### config.mk
export PLATFORM = sky130hd
export DESIGN_NAME = puerta_ctrl
export DESIGN_NICKNAME = d
export VERILOG_FILES = /design/src/rtl/puerta_pkg.sv /design/src/rtl/puerta_sync.sv /design/src/rtl/puerta_ctrl.sv
export SDC_FILE = /design/constraint.sdc
export NUM_CORES = 1
export LEC_CHECK = 0
export CAP_MARGIN = 30
export CORE_MARGIN = 2
export CORE_UTILIZATION = 45
export DETAILED_ROUTE_END_ITERATION = 16
export PLACE_DENSITY = 0.66
export SLEW_MARGIN = 20
export SYNTH_ARGS = -nofsm -noshare
export SYNTH_HDL_FRONTEND = slang
export SYNTH_SLANG_ARGS = --single-unit
### constraint.sdc
create_clock -name clk -period 2.8 [get_ports clk]
set_input_delay 0.7 -clock clk [delete_from_list [all_inputs] [get_ports clk]]
set_output_delay 0.7 -clock clk [all_outputs]
set_load 0.03 [all_outputs]
### src/rtl/puerta_pkg.sv
`default_nettype none
// ============================================================================
//  Module      : puerta_pkg
//  Description : Shared definitions for the automatic door motion controller:
//                FSM state codes, move-target encoding and default timing.
//  Revision    : 1.0 - initial release
// ============================================================================
package puerta_pkg;

    // FSM state codes as seen on the state output; code 7 is illegal.
    typedef enum logic [2:0] {
        ST_CLOSED  = 3'd0,
        ST_DEAD    = 3'd1,
        ST_OPENING = 3'd2,
        ST_OPEN    = 3'd3,
        ST_CLOSING = 3'd4,
        ST_FAULT   = 3'd5,
        ST_ESTOP   = 3'd6
    } state_t;

    // Direction of the move that follows the dead-time.
    localparam logic TGT_OPEN  = 1'b1;
    localparam logic TGT_CLOSE = 1'b0;

    // Default timing constants (cycles).
    localparam int DEF_CNT_W         = 16;
    localparam int DEF_DEAD_CYCLES   = 8;
    localparam int DEF_HOLD_CYCLES   = 1000;
    localparam int DEF_TRAVEL_CYCLES = 4000;

endpackage
`default_nettype wire

### src/rtl/puerta_sync.sv
`default_nettype none
// ============================================================================
//  Module      : puerta_sync
//  Description : W-bit two-flop synchronizer for asynchronous input pins.
//  Revision    : 1.0 - initial release
//  Ports       : clk  - system clock
//                rst  - asynchronous active-high reset (clears both stages)
//                d_i  - raw asynchronous inputs
//                q_o  - synchronized outputs (two clk edges of latency)
// ============================================================================
module puerta_sync #(
    parameter int W = 5
) (
    input  logic         clk,
    input  logic         rst,
    input  logic [W-1:0] d_i,
    output logic [W-1:0] q_o
);

    logic [W-1:0] meta_q;
    logic [W-1:0] sync_q;

    always_ff @(posedge clk or posedge rst) begin
        if (rst) begin
            meta_q <= '0;
            sync_q <= '0;
        end else begin
            meta_q <= d_i;
            sync_q <= meta_q;
        end
    end

    assign q_o = sync_q;

endmodule
`default_nettype wire

### src/rtl/puerta_ctrl.sv
`default_nettype none
// ============================================================================
//  Module      : puerta_ctrl
//  Description : Automatic door motion controller. Sequences open/close moves
//                with a motor dead-time before each move, holds the door open
//                for a programmable dwell, reverses on presence while closing,
//                flags travel timeouts and handles emergency stop.
//  Revision    : 1.0 - initial release
//  Ports       : clk, rst          - clock, asynchronous active-high reset
//                ena               - low freezes FSM/counter, motors off
//                sen, se, la, lc   - presence, e-stop, open/closed limits
//                ack_fault         - fault clear
//                ma, mc            - motor open / close drive
//                state             - current FSM state code
//                fault, busy       - in FAULT / in DEAD, OPENING or CLOSING
// ============================================================================
module puerta_ctrl
    import puerta_pkg::*;
#(
    parameter int CNT_W         = DEF_CNT_W,
    parameter int DEAD_CYCLES   = DEF_DEAD_CYCLES,
    parameter int HOLD_CYCLES   = DEF_HOLD_CYCLES,
    parameter int TRAVEL_CYCLES = DEF_TRAVEL_CYCLES
) (
    input  logic       clk,
    input  logic       rst,
    input  logic       ena,
    input  logic       sen,
    input  logic       se,
    input  logic       la,
    input  logic       lc,
    input  logic       ack_fault,
    output logic       ma,
    output logic       mc,
    output logic [2:0] state,
    output logic       fault,
    output logic       busy
);

    localparam logic [CNT_W-1:0] DEAD_LAST   = CNT_W'(DEAD_CYCLES - 1);
    localparam logic [CNT_W-1:0] HOLD_LAST   = CNT_W'(HOLD_CYCLES - 1);
    localparam logic [CNT_W-1:0] TRAVEL_LAST = CNT_W'(TRAVEL_CYCLES - 1);

    // Synchronized inputs
    logic [4:0] sync_s;
    logic       sen_s;
    logic       se_s;
    logic       la_s;
    logic       lc_s;
    logic       ack_fault_s;

    puerta_sync #(.W(5)) u_sync (
        .clk (clk),
        .rst (rst),
        .d_i ({ack_fault, lc, la, se, sen}),
        .q_o (sync_s)
    );

    assign {ack_fault_s, lc_s, la_s, se_s, sen_s} = sync_s;

    // FSM / counter state
    state_t           state_q, state_d;
    logic [CNT_W-1:0] cnt_q, cnt_d;
    logic             tgt_q, tgt_d;
    logic             cnt_clr;

    always_ff @(posedge clk or posedge rst) begin
        if (rst) begin
            state_q <= ST_CLOSED;
            cnt_q   <= '0;
            tgt_q   <= TGT_CLOSE;
        end else if (ena) begin
            state_q <= state_d;
            cnt_q   <= cnt_d;
            tgt_q   <= tgt_d;
        end
    end

    always_comb begin
        state_d = state_q;
        tgt_d   = tgt_q;
        cnt_clr = 1'b0;

        if (se_s) begin
            state_d = ST_ESTOP;
        end else if (la_s && lc_s && (state_q != ST_ESTOP) && (state_q != ST_FAULT)) begin
            // Both limits at once means a broken switch or wiring.
            state_d = ST_FAULT;
        end else begin
            case (state_q)
                ST_CLOSED: begin
                    if (sen_s) begin
                        state_d = ST_DEAD;
                        tgt_d   = TGT_OPEN;
                    end else if (!lc_s) begin
                        state_d = ST_DEAD;
                        tgt_d   = TGT_CLOSE;
                    end
                end
                ST_DEAD: begin
                    if (cnt_q == DEAD_LAST) begin
                        state_d = (tgt_q == TGT_OPEN) ? ST_OPENING : ST_CLOSING;
                    end
                end
                ST_OPENING: begin
                    if (la_s) begin
                        state_d = ST_OPEN;
                    end else if (cnt_q == TRAVEL_LAST) begin
                        state_d = ST_FAULT;
                    end
                end
                ST_OPEN: begin
                    // Losing the open limit re-drives open before anything else.
                    if (!la_s) begin
                        state_d = ST_DEAD;
                        tgt_d   = TGT_OPEN;
                    end else if (sen_s) begin
                        cnt_clr = 1'b1;
                    end else if (cnt_q == HOLD_LAST) begin
                        state_d = ST_DEAD;
                        tgt_d   = TGT_CLOSE;
                    end
                end
                ST_CLOSING: begin
                    if (lc_s) begin
                        state_d = ST_CLOSED;
                    end else if (sen_s) begin
                        state_d = ST_DEAD;
                        tgt_d   = TGT_OPEN;
                    end else if (cnt_q == TRAVEL_LAST) begin
                        state_d = ST_FAULT;
                    end
                end
                ST_FAULT: begin
                    if (ack_fault_s) begin
                        state_d = ST_CLOSED;
                    end
                end
                ST_ESTOP: begin
                    state_d = ST_CLOSED;
                end
                default: begin
                    state_d = ST_FAULT;
                end
            endcase
        end
    end

    // Shared counter: cleared on every state change, saturating otherwise.
    always_comb begin
        cnt_d = cnt_q;
        if ((state_d != state_q) || cnt_clr) begin
            cnt_d = '0;
        end else if (cnt_q != {CNT_W{1'b1}}) begin
            cnt_d = cnt_q + 1'b1;
        end
    end

    // Decoded from registered state so open and close drive are exclusive.
    assign ma    = ena & (state_q == ST_OPENING);
    assign mc    = ena & (state_q == ST_CLOSING);
    assign state = state_q;
    assign fault = (state_q == ST_FAULT);
    assign busy  = (state_q == ST_DEAD) || (state_q == ST_OPENING) || (state_q == ST_CLOSING);

endmodule
`default_nettype wire

### Yosys cells after proc, flatten, opt, wreduce, memory -nomap -nowiden

Cells that the tools add are included.

| operators by class | value |
|---|---|
| add/sub/neg operators | 1 |
| equal/unequal tests | 18 |
| muxes and demuxes | 30 |
| bitwise gates (word level) | 4 |
| reduce and logical (&&, ||, !) cells | 11 |

Operators with widths:

| cell | number |
|---|---|
| $mux W3 | 14 |
| $mux W16 | 2 |
| $pmux W3 S7 | 1 |
| $add A16 B1 Y16 const B | 1 |
| $eq A16 B10 Y1 const B | 1 |
| $eq A16 B12 Y1 const B | 1 |
| $eq A16 B3 Y1 const B | 1 |
| $ne A16 B16 Y1 const B | 1 |
| $ne A3 B3 Y1 const B | 5 |
| $mux W1 | 12 |
| $eq A3 B3 Y1 const B | 3 |
| $reduce_and A9 Y1 | 1 |
| $eq A3 B2 Y1 const B | 2 |
| $eq A3 B1 Y1 const B | 1 |
| $logic_and A1 B1 Y1 | 3 |
| $logic_not A3 Y1 | 1 |
| $logic_or A1 B1 Y1 | 3 |
| $ne A3 B3 Y1 | 1 |
| $pmux W1 S3 | 1 |
| $reduce_bool A3 Y1 | 1 |
| $and A1 B1 Y1 | 2 |
| $ne A2 B1 Y1 const B | 1 |
| $ne A2 B2 Y1 const B | 1 |
| $not A1 Y1 | 2 |
| 2 further kinds | 2 |

| storage, ports and cells | value |
|---|---|
| register bits | 30 |
| input port bits | 8 |
| word-level logic and storage cells | 69 |

### Logic depth before layout (Yosys ltp)

Gate-level depths: netlist of run 1.

| depth | value |
|---|---|
| word-level depth | 11 |
| depth in mapped cells | 10 |
| depth with buffers taken out | 8 |

### Modules after synthesis

Synthesis of run 1 repeated with hierarchy kept, for this count alone.

| unflattened totals | value |
|---|---|
| cells, all modules | 229 |
| area, all modules | 2,117.0 sq um |

By module, submodules not included:

| module | times used | cells each | area an instance (sq um) | seq. area each (sq um) |
|---|---|---|---|---|
| puerta_ctrl | 1 | 218 | 1,863.0 | 500.5 |
| puerta_sync | 1 | 11 | 254.0 | 250.2 |

### Worst setup path after synthesis of run 1

Ideal clock, no wire load.

| path | value |
|---|---|
| kind | input to output |
| from | input port ena |
| to | output port ma |
| arrival time | 2.026 ns |
| data required time | 2.100 ns |
| setup slack | 0.074 ns |
| cell stages on the path | 4 |
| cells stage by stage | clkbuf_1 -> inv_1 -> buf_2 -> nor3_1 |

| on the way | value |
|---|---|
| word-level cells in the longest chain between the ends | 1 |

RTL lines:

| element | RTL line | source |
|---|---|---|
| start, declared | puerta_ctrl.sv:27 | `input logic ena,` |
| $and A1 B1 Y1 | puerta_ctrl.sv:160 | `assign ma = ena & (state_q == ST_OPENING);` |
| end, declared | puerta_ctrl.sv:33 | `output logic ma,` |

Every way passes these cells.

### Final worst setup path of run 1

| path | value |
|---|---|
| from | register state_q[0], in the netlist state[0] |
| to | output port busy |

| on the way | value |
|---|---|
| word-level cells in the longest chain between the ends | 3 |
| elaborated cells on any way between the ends | 5 |
| those cells by class | 3 x eq/ne; 2 x reduce/logical |

RTL lines:

| element | RTL line | source |
|---|---|---|
| start, declared | puerta_ctrl.sv:62 | `state_t state_q, state_d;` |
| start signal, assigned | puerta_ctrl.sv:73 | `state_q <= state_d;` |
| $eq A3 B1 Y1 / $eq A3 B2 Y1 (equally long branches) | puerta_ctrl.sv:164 | `assign busy = (state_q == ST_DEAD) \|\| (state_q == ST_OPENING) \|\| (state_q == ST_CLOSING);` |
| $logic_or A1 B1 Y1 | puerta_ctrl.sv:164 |  |
| $logic_or A1 B1 Y1 * | puerta_ctrl.sv:164 |  |
| end, declared | puerta_ctrl.sv:37 | `output logic busy` |

Mark *: on every way between the ends. The rest lies on a longest branch, timed or not.

==> flow_metrics.py, run 1 <==
metrics = {
    "worst_setup_path": {
        "timing.rr.end": "cnt_q[11]",
        "cp_data_arrival_time_ns": 1.97,
        "cp-start-kind": "flop",
        "reg2reg_depth": 8,
        "reg2reg_slack_ns": 0.27,
        "cp-end-kind": "primary output",
        "criticalPathCategory": "reg2out",
        "crit_required_ns": 2.10,
        "path_max_fanout": 14,
        "r2r-start": "state[2]",
    },
    "global_routing": {
        "overflow": 0,
        "track_usage_pct": 20.99,
        "use_met2_pct": 30.74,
        "top_usage_layer": "met2",
        "grt_max_degree": 31,
        "grt_pass1_vias": 1689,
        "antenna_found_initial": 0,
        "grt_use_met1_pct": 30.15,
        "grt_pass1_wl_um": 8293,
        "use_met3_pct": 4.558,
    },
    "logic_synthesis": {
        "synth-edff-count": 0,
        "ys_seq_area_share_pct": 37.13,
        "syn_area_mm2": 0.002022,
        "syn_area_per_cell_um2": 8.791,
        "synth_ff_type": "dfrtp_1",
        "synth.net_count": 239,
        "synthArstFlopShare_pct": 100.0,
        "ys_types": 62,
        "ys_ff_latch": 30,
        "synth_warnings": 0,
        "syn_inst": 230,
    },
    "routing": {
        "drc": 0,
        "drt-total-wl_um": 4786,
        "avgRoutedWirePerCell_um": 16.22,
        "vias": 1816,
        "antenna_left": 0,
        "drt_iter0_drc": 189,
        "firstDrtPassIters": 4,
        "via_per_inst": 6.156,
    },
    "final_layout": {
        "nFillCells": 408,
        "fin_cells": 295,
        "layout-drive-gt1-share_pct": 15.23,
        "layout_common_cells": "29 x dfrtp_1, 20 x nor2_1, 16 x a21oi_1",
        "nets": 251,
        "diodes": 0,
        "layout_commonest_cell": "dfrtp_1",
        "syn2layout_area_growth_pct": 13.30,
    },
    "clock_network": {
        "clk_pin_slew_ns": 0.08,
        "tritoncts": "done",
        "cts_num_sinks": 30,
        "htreeDepth": 2,
        "hold_buffers": 0,
        "ctsRootBufferMaster": "clkbuf_8",
        "clockBufferDepth": 2,
        "cts_inserted_buffers": 5,
        "clk_latency_ns": 0.30,
    },
    "timing": {
        "period_share_pct": 95.19,
        "fin_tns_setup_ns": 0,
        "tightestPinTransition_ns": 0.6104,
        "finalSetupViolations": 0,
        "hold_viol_final": 0,
        "final.setup_skew_ns": 0.01345,
        "maxSlewViolCount": 0,
        "rsz0062_at_grt": "no",
        "relSlewSlack_pct": 58.93,
        "fmax_mhz": 375.2,
        "min_period_ns": 2.665,
    },
    "pwr": {
        "share_comb_of_total_power_pct": 42.2,
        "internal-power_mw": 0.9905,
        "p_clk_share_pct": 22.6,
        "p_seq_share_pct": 35.2,
        "switching_share_pct": 40.93,
        "ir_drop_mv": 0.4176,
        "total_power_mw": 1.677,
        "p_leak_nw": 0.8854,
        "power_switching_mw": 0.6863,
        "powerDensity_mw_per_mm2": 732.0,
    },
    "worst_hold_path": {
        "hp-start": "u_sync.meta_q[3]",
        "holdPathStages": 0,
        "min_path_type": "reg2reg",
        "min_to": "u_sync.q_o[3]",
    },
    "floorplanning": {
        "start_util_pct": 46.44,
        "rows": 24,
        "die_area_mm2": 0.005045,
        "core_mm2": 0.004354,
        "io_pins": 15,
        "die_h_um": 71.03,
        "fp.dieW_um": 71.03,
    },
    "placed_design": {
        "dp_hpwl_um": 3251,
        "routabilityCongestion": 0.8369,
        "place_inst": 287,
        "io_buffers": 14,
    },
    "run_status": {
        "outcome": "complete, no violations",
    },
    "run": {
        "drv_cap": 0,
    },
}
==> critical path, cell delays in order (launching register included) <==
cell and delay [ns]:
dfrtp_1 0.54, nor2_1 0.27, nand2_1 0.07, o21ai_0 0.09, clkdlybuf4s50_1 0.69
==> kinds of logic after synthesis <==
family | synth area share (%)
multiplexers | 0.4951
flip-flops | 37.13
XOR/XNOR | 0.4332
buffers and inverters | 7.549
AND/OR/NAND/NOR | 27.29
AO/OA/AOI/OAI | 26.49
adder cells (fa/ha/maj) | 0.6187
==> worst max-delay path by stage <==
| stage | from | to | cells past startpoint |
|---|---|---|---|
| 6_report | state[0] | busy | 4 |
| 3_5_place_dp | state[1] | busy | 3 |
| 5_1_grt | state[0] | busy | 4 |
| 4_1_cts | state[0] | busy | 4 |
| 2_1_floorplan | ena | ma | 4 |
| 3_3_place_gp | state[1] | busy | 3 |
==> layout make-up <==
class,instances,area [um^2],share of cell area (%)
Multi-Input combinational cell,169,1119,48.83
Sequential cell,30,752.0,32.82
Timing Repair Buffer,22,207.7,9.066
Clock buffer,6,82.58,3.605
Tap cell,52,65.06,2.840
Inverter,14,52.55,2.294
Clock inverter,2,12.51,0.5461
==> power by group through the flow <==
| stage | combinational (mW) | sequential [mW] | clock, mW |
|---|---|---|---|
| final | 0.707 | 0.591 | 0.379 |
| after global routing | 0.771 | 0.600 | 0.400 |
| after CTS | 0.708 | 0.586 | 0.391 |
| after detailed placement | 0.705 | 0.594 | 0 |
| after global placement | 0.700 | 0.595 | 0 |
| after floorplan | 0.561 | 0.548 | 0 |
==> repair_timing <==
action,4_1_cts,5_1_grt
setup endpoints to repair,1,0
endpoints found under the hold margin,0,0
resized for setup,1,0
setup buffers,0,0
==> registers in the layout, indices dropped and copies added (netlist names) <==
register and cells:
cnt_q 16, u_sync.meta_q 5, tgt_q 1, u_sync.q_o 5, state 3
==> stage by stage <==
stage	util (%)	hold WS, ns	setup WS, ns	instance area (um^2)
finish	52.61	0.3332	0.1346	2291
global route	52.61	0.3497	0.01409	2291
CTS	52.61	0.3397	0.1320	2291
detailed placement	50.40	0.3347	0.2977	2195
global placement	50.40	0.3328	0.2787	2195
floorplan	-	0.3312	0.07444	2022
==> per-layer routing <==
metal	share of wire, %	wire length [um]	vias to the layer above
met3	5.7	271	9
met1	49	2324	876
met2	44	2100	60
met4	1.9	89	0
met5	0	0	-
li1	-	-	871
==> cell usage after synthesis (2+ instances only) <==
cell	number	share of area (%)
o311ai_2	2	1.6
nand2_1	14	2.6
nand4_1	9	2.8
nor3_1	4	0.99
a31oi_1	7	2.2
o22ai_1	2	0.62
and3_1	4	1.2
nand2b_1	5	1.5
o21ai_0	9	2.2
o211ai_1	2	0.74
o2bb2ai_1	4	1.7
clkbuf_1	3	0.56
nor2_1	20	3.7
o21ai_2	3	1.3
and4_1	2	0.87
o31ai_1	3	1.1
a21oi_1	16	4.0
nand3_1	12	3.0
and2_1	2	0.62
dfrtp_1	30	37
buf_2	8	2.0
buf_6	2	1.1
inv_1	14	2.6
nor2b_1	5	1.5
or2b_1	2	0.74
o21a_1	2	0.74
a41oi_1	3	1.3
nor4_1	3	0.93
buf_4	3	1.1
a21oi_2	2	0.87
o41a_1	2	1.1
(Power assumes the default switching activity.)
==> run 2, diff against run 1 <==
--- a/config.mk
+++ b/config.mk
@@ -6,10 +6,12 @@
 export NUM_CORES = 1
 export LEC_CHECK = 0
 export CAP_MARGIN = 30
+export CELL_PAD_IN_SITES_DETAIL_PLACEMENT = 0
+export CELL_PAD_IN_SITES_GLOBAL_PLACEMENT = 1
 export CORE_MARGIN = 2
 export CORE_UTILIZATION = 45
 export DETAILED_ROUTE_END_ITERATION = 16
-export PLACE_DENSITY = 0.66
+export PLACE_DENSITY = 0.82
 export SLEW_MARGIN = 20
 export SYNTH_ARGS = -nofsm -noshare
 export SYNTH_HDL_FRONTEND = slang
==> run 2 against run 1 <==
Hold slack better by 0.0064 ns; critical endpoint unchanged; non-clock buffer count stayed put; global-route usage down 0.16 points; clock skew decreased by 0.0046 ns; sequential share of layout area hardly changed; die area stayed put; final cell count did not move; first-iteration DRC count is 9.0% lower; clock-buffer cell count did not move; register-to-register slack gained 0.12 ns; highest routed layer unchanged; wire length rose by 0.38%; combinational power is 2% higher.
==> flow_metrics.py, run 2 (same netlist as run 1, synthesis figures left out) <==
metrics = {
    "pwr": {
        "total_power_mw": 1.678,
        "share_comb_of_total_power_pct": 42.8,
        "p_seq_share_pct": 34.8,
        "p_leak_nw": 0.8845,
        "switching_share_pct": 40.90,
        "p_clk_share_pct": 22.5,
        "internal-power_mw": 0.9917,
        "power_switching_mw": 0.6863,
        "powerDensity_mw_per_mm2": 732.1,
        "ir_drop_mv": 0.3705,
    },
    "clock_network": {
        "cts_num_sinks": 30,
        "tritoncts": "done",
        "clk_pin_slew_ns": 0.07,
        "htreeDepth": 2,
        "cts_inserted_buffers": 5,
        "ctsRootBufferMaster": "clkbuf_8",
        "clockBufferDepth": 2,
        "clk_latency_ns": 0.29,
        "hold_buffers": 0,
    },
    "final_layout": {
        "syn2layout_area_growth_pct": 13.37,
        "utilization_pct": 52.64,
        "nFillCells": 419,
        "multi_input_area_mm2": 0.001119,
        "largest-register": "cnt_q",
        "diodes": 0,
        "layout_commonest_cell": "dfrtp_1",
        "layout_common_cells": "28 x dfrtp_1, 20 x nor2_1, 16 x a21oi_1",
        "ff_latch_area_um2": 753.2,
        "fin_cells": 295,
        "nets": 251,
        "layout-drive-gt1-share_pct": 15.64,
        "largest_reg_flops": 16,
        "design_area_mm2": 0.002292,
    },
    "timing": {
        "finalSetupViolations": 0,
        "min_period_ns": 2.614,
        "rsz0062_at_grt": "no",
        "tightestPinTransition_ns": 0.5715,
        "maxSlewViolCount": 0,
        "fin_tns_setup_ns": 0,
        "period_share_pct": 93.34,
        "fmax_mhz": 382.6,
        "final.setup_skew_ns": 0.008846,
        "relSlewSlack_pct": 61.55,
        "whs_ns": 0.3396,
        "worst_slack_ns": 0.1864,
        "hold_viol_final": 0,
    },
    "routing": {
        "antenna_left": 0,
        "drc": 0,
        "drt_iter0_drc": 172,
        "drt-total-wl_um": 4804,
        "firstDrtPassIters": 4,
        "avgRoutedWirePerCell_um": 16.28,
        "via_per_inst": 5.905,
        "vias": 1742,
    },
    "global_routing": {
        "track_usage_pct": 20.83,
        "antenna_found_initial": 0,
        "grt_pass1_vias": 1628,
        "grt_max_degree": 31,
        "overflow": 0,
        "grt_pass1_wl_um": 8114,
    },
    "floorplanning": {
        "start_util_pct": 46.44,
        "die_h_um": 71.03,
        "core_mm2": 0.004354,
        "die_area_mm2": 0.005045,
        "rows": 24,
        "fp.dieW_um": 71.03,
        "io_pins": 15,
    },
    "worst_setup_path": {
        "cp_data_arrival_time_ns": 1.91,
        "crit_required_ns": 2.10,
        "criticalPathCategory": "reg2out",
        "crit_path_cell_trace": "nor2_1, nand2_1, o21ai_0, clkdlybuf4s50_1",
        "cp_slowest_stage_delay_ns": 0.68,
        "cp-end-kind": "primary output",
        "path_max_fanout": 20,
        "critical-path-slowest-cell": "clkdlybuf4s50_1",
        "cp-start-kind": "flop",
    },
    "placed_design": {
        "io_buffers": 14,
        "routabilityCongestion": 0.8480,
        "pre_cts_ws_ns": 0.3155,
        "dp_hpwl_um": 3340,
        "placed_cell_area_mm2": 0.002195,
        "place_inst": 287,
    },
    "run": {
        "drv_cap": 0,
    },
    "run_status": {
        "outcome": "complete, no violations",
    },
    "worst_hold_path": {
        "min_path_type": "reg2reg",
    },
}
## run 2: changes by cell type in the layout (fill, tap and decap cells not counted)
cell,delta
dfrtp_1,-1
dfrtp_2,+1
## run 2: critical path, delay by kind of cell, from the launching register on
kind / cells / cell delay, ns
buffers and inverters: 1 / 0.68
AO/OA/AOI/OAI: 1 / 0.06
flip-flops: 1 / 0.56
AND/OR/NAND/NOR: 2 / 0.31
## run 2: final timing paths
| path | from | to | slack (ns) | depth (start not counted) |
|---|---|---|---|---|
| setup / recovery | state[1] | busy | 0.19 | 4 |
| setup reg to reg | cnt_q[0] | cnt_q[4] | 0.39 | 9 |
| hold / removal | u_sync.meta_q[4] | u_sync.q_o[4] | 0.34 | 0 |
| min in group asynchronous | rst | u_sync.q_o[4] | 0.78 | 3 |
| max in group asynchronous | rst | state[1] | 1.71 | 3 |
| hold reg to reg | u_sync.meta_q[4] | u_sync.q_o[4] | 0.34 | 0 |
## run 2: power groups by stage
stage          Sequential [mW]  Combinational, mW  Clock [mW]
5_1_grt                  0.592              0.789       0.407
3_5_place_dp             0.585              0.716           0
2_1_floorplan            0.548              0.561           0
6_report                 0.583              0.718       0.377
3_3_place_gp             0.585              0.718           0
4_1_cts                  0.575              0.720       0.389
## run 2: area by class of cell
type                            count  share of cell area [%]
Clock buffer                        6                   3.603
Clock inverter                      2                  0.5459
Inverter                           14                   2.293
Multi-Input combinational cell    169                   48.80
Sequential cell                    30                   32.86
Tap cell                           52                   2.838
Timing Repair Buffer               22                   9.061
## run 2: routing by layer
layer | track usage (%) | part of all wire [%]
met1 | 30.50 | 50
met2 | 29.49 | 43
met3 | 5.413 | 5.0
met4 | 7.966 | 1.7
met5 | 0 | 0
## run 2: repair_timing
item                                    4_1_cts  5_1_grt
gates resized for setup                       0        2
endpoints found under the setup margin        0        1
setup buffers                                 0        0
==> run 3, diff against run 2 <==
--- a/config.mk
+++ b/config.mk
@@ -5,7 +5,7 @@
 export SDC_FILE = /design/constraint.sdc
 export NUM_CORES = 1
 export LEC_CHECK = 0
-export CAP_MARGIN = 30
+export CAP_MARGIN = 10
 export CELL_PAD_IN_SITES_DETAIL_PLACEMENT = 0
 export CELL_PAD_IN_SITES_GLOBAL_PLACEMENT = 1
 export CORE_MARGIN = 2
==> results of run 3 <==
No change in the layout: final DEF, timing and power equal those of run 2.
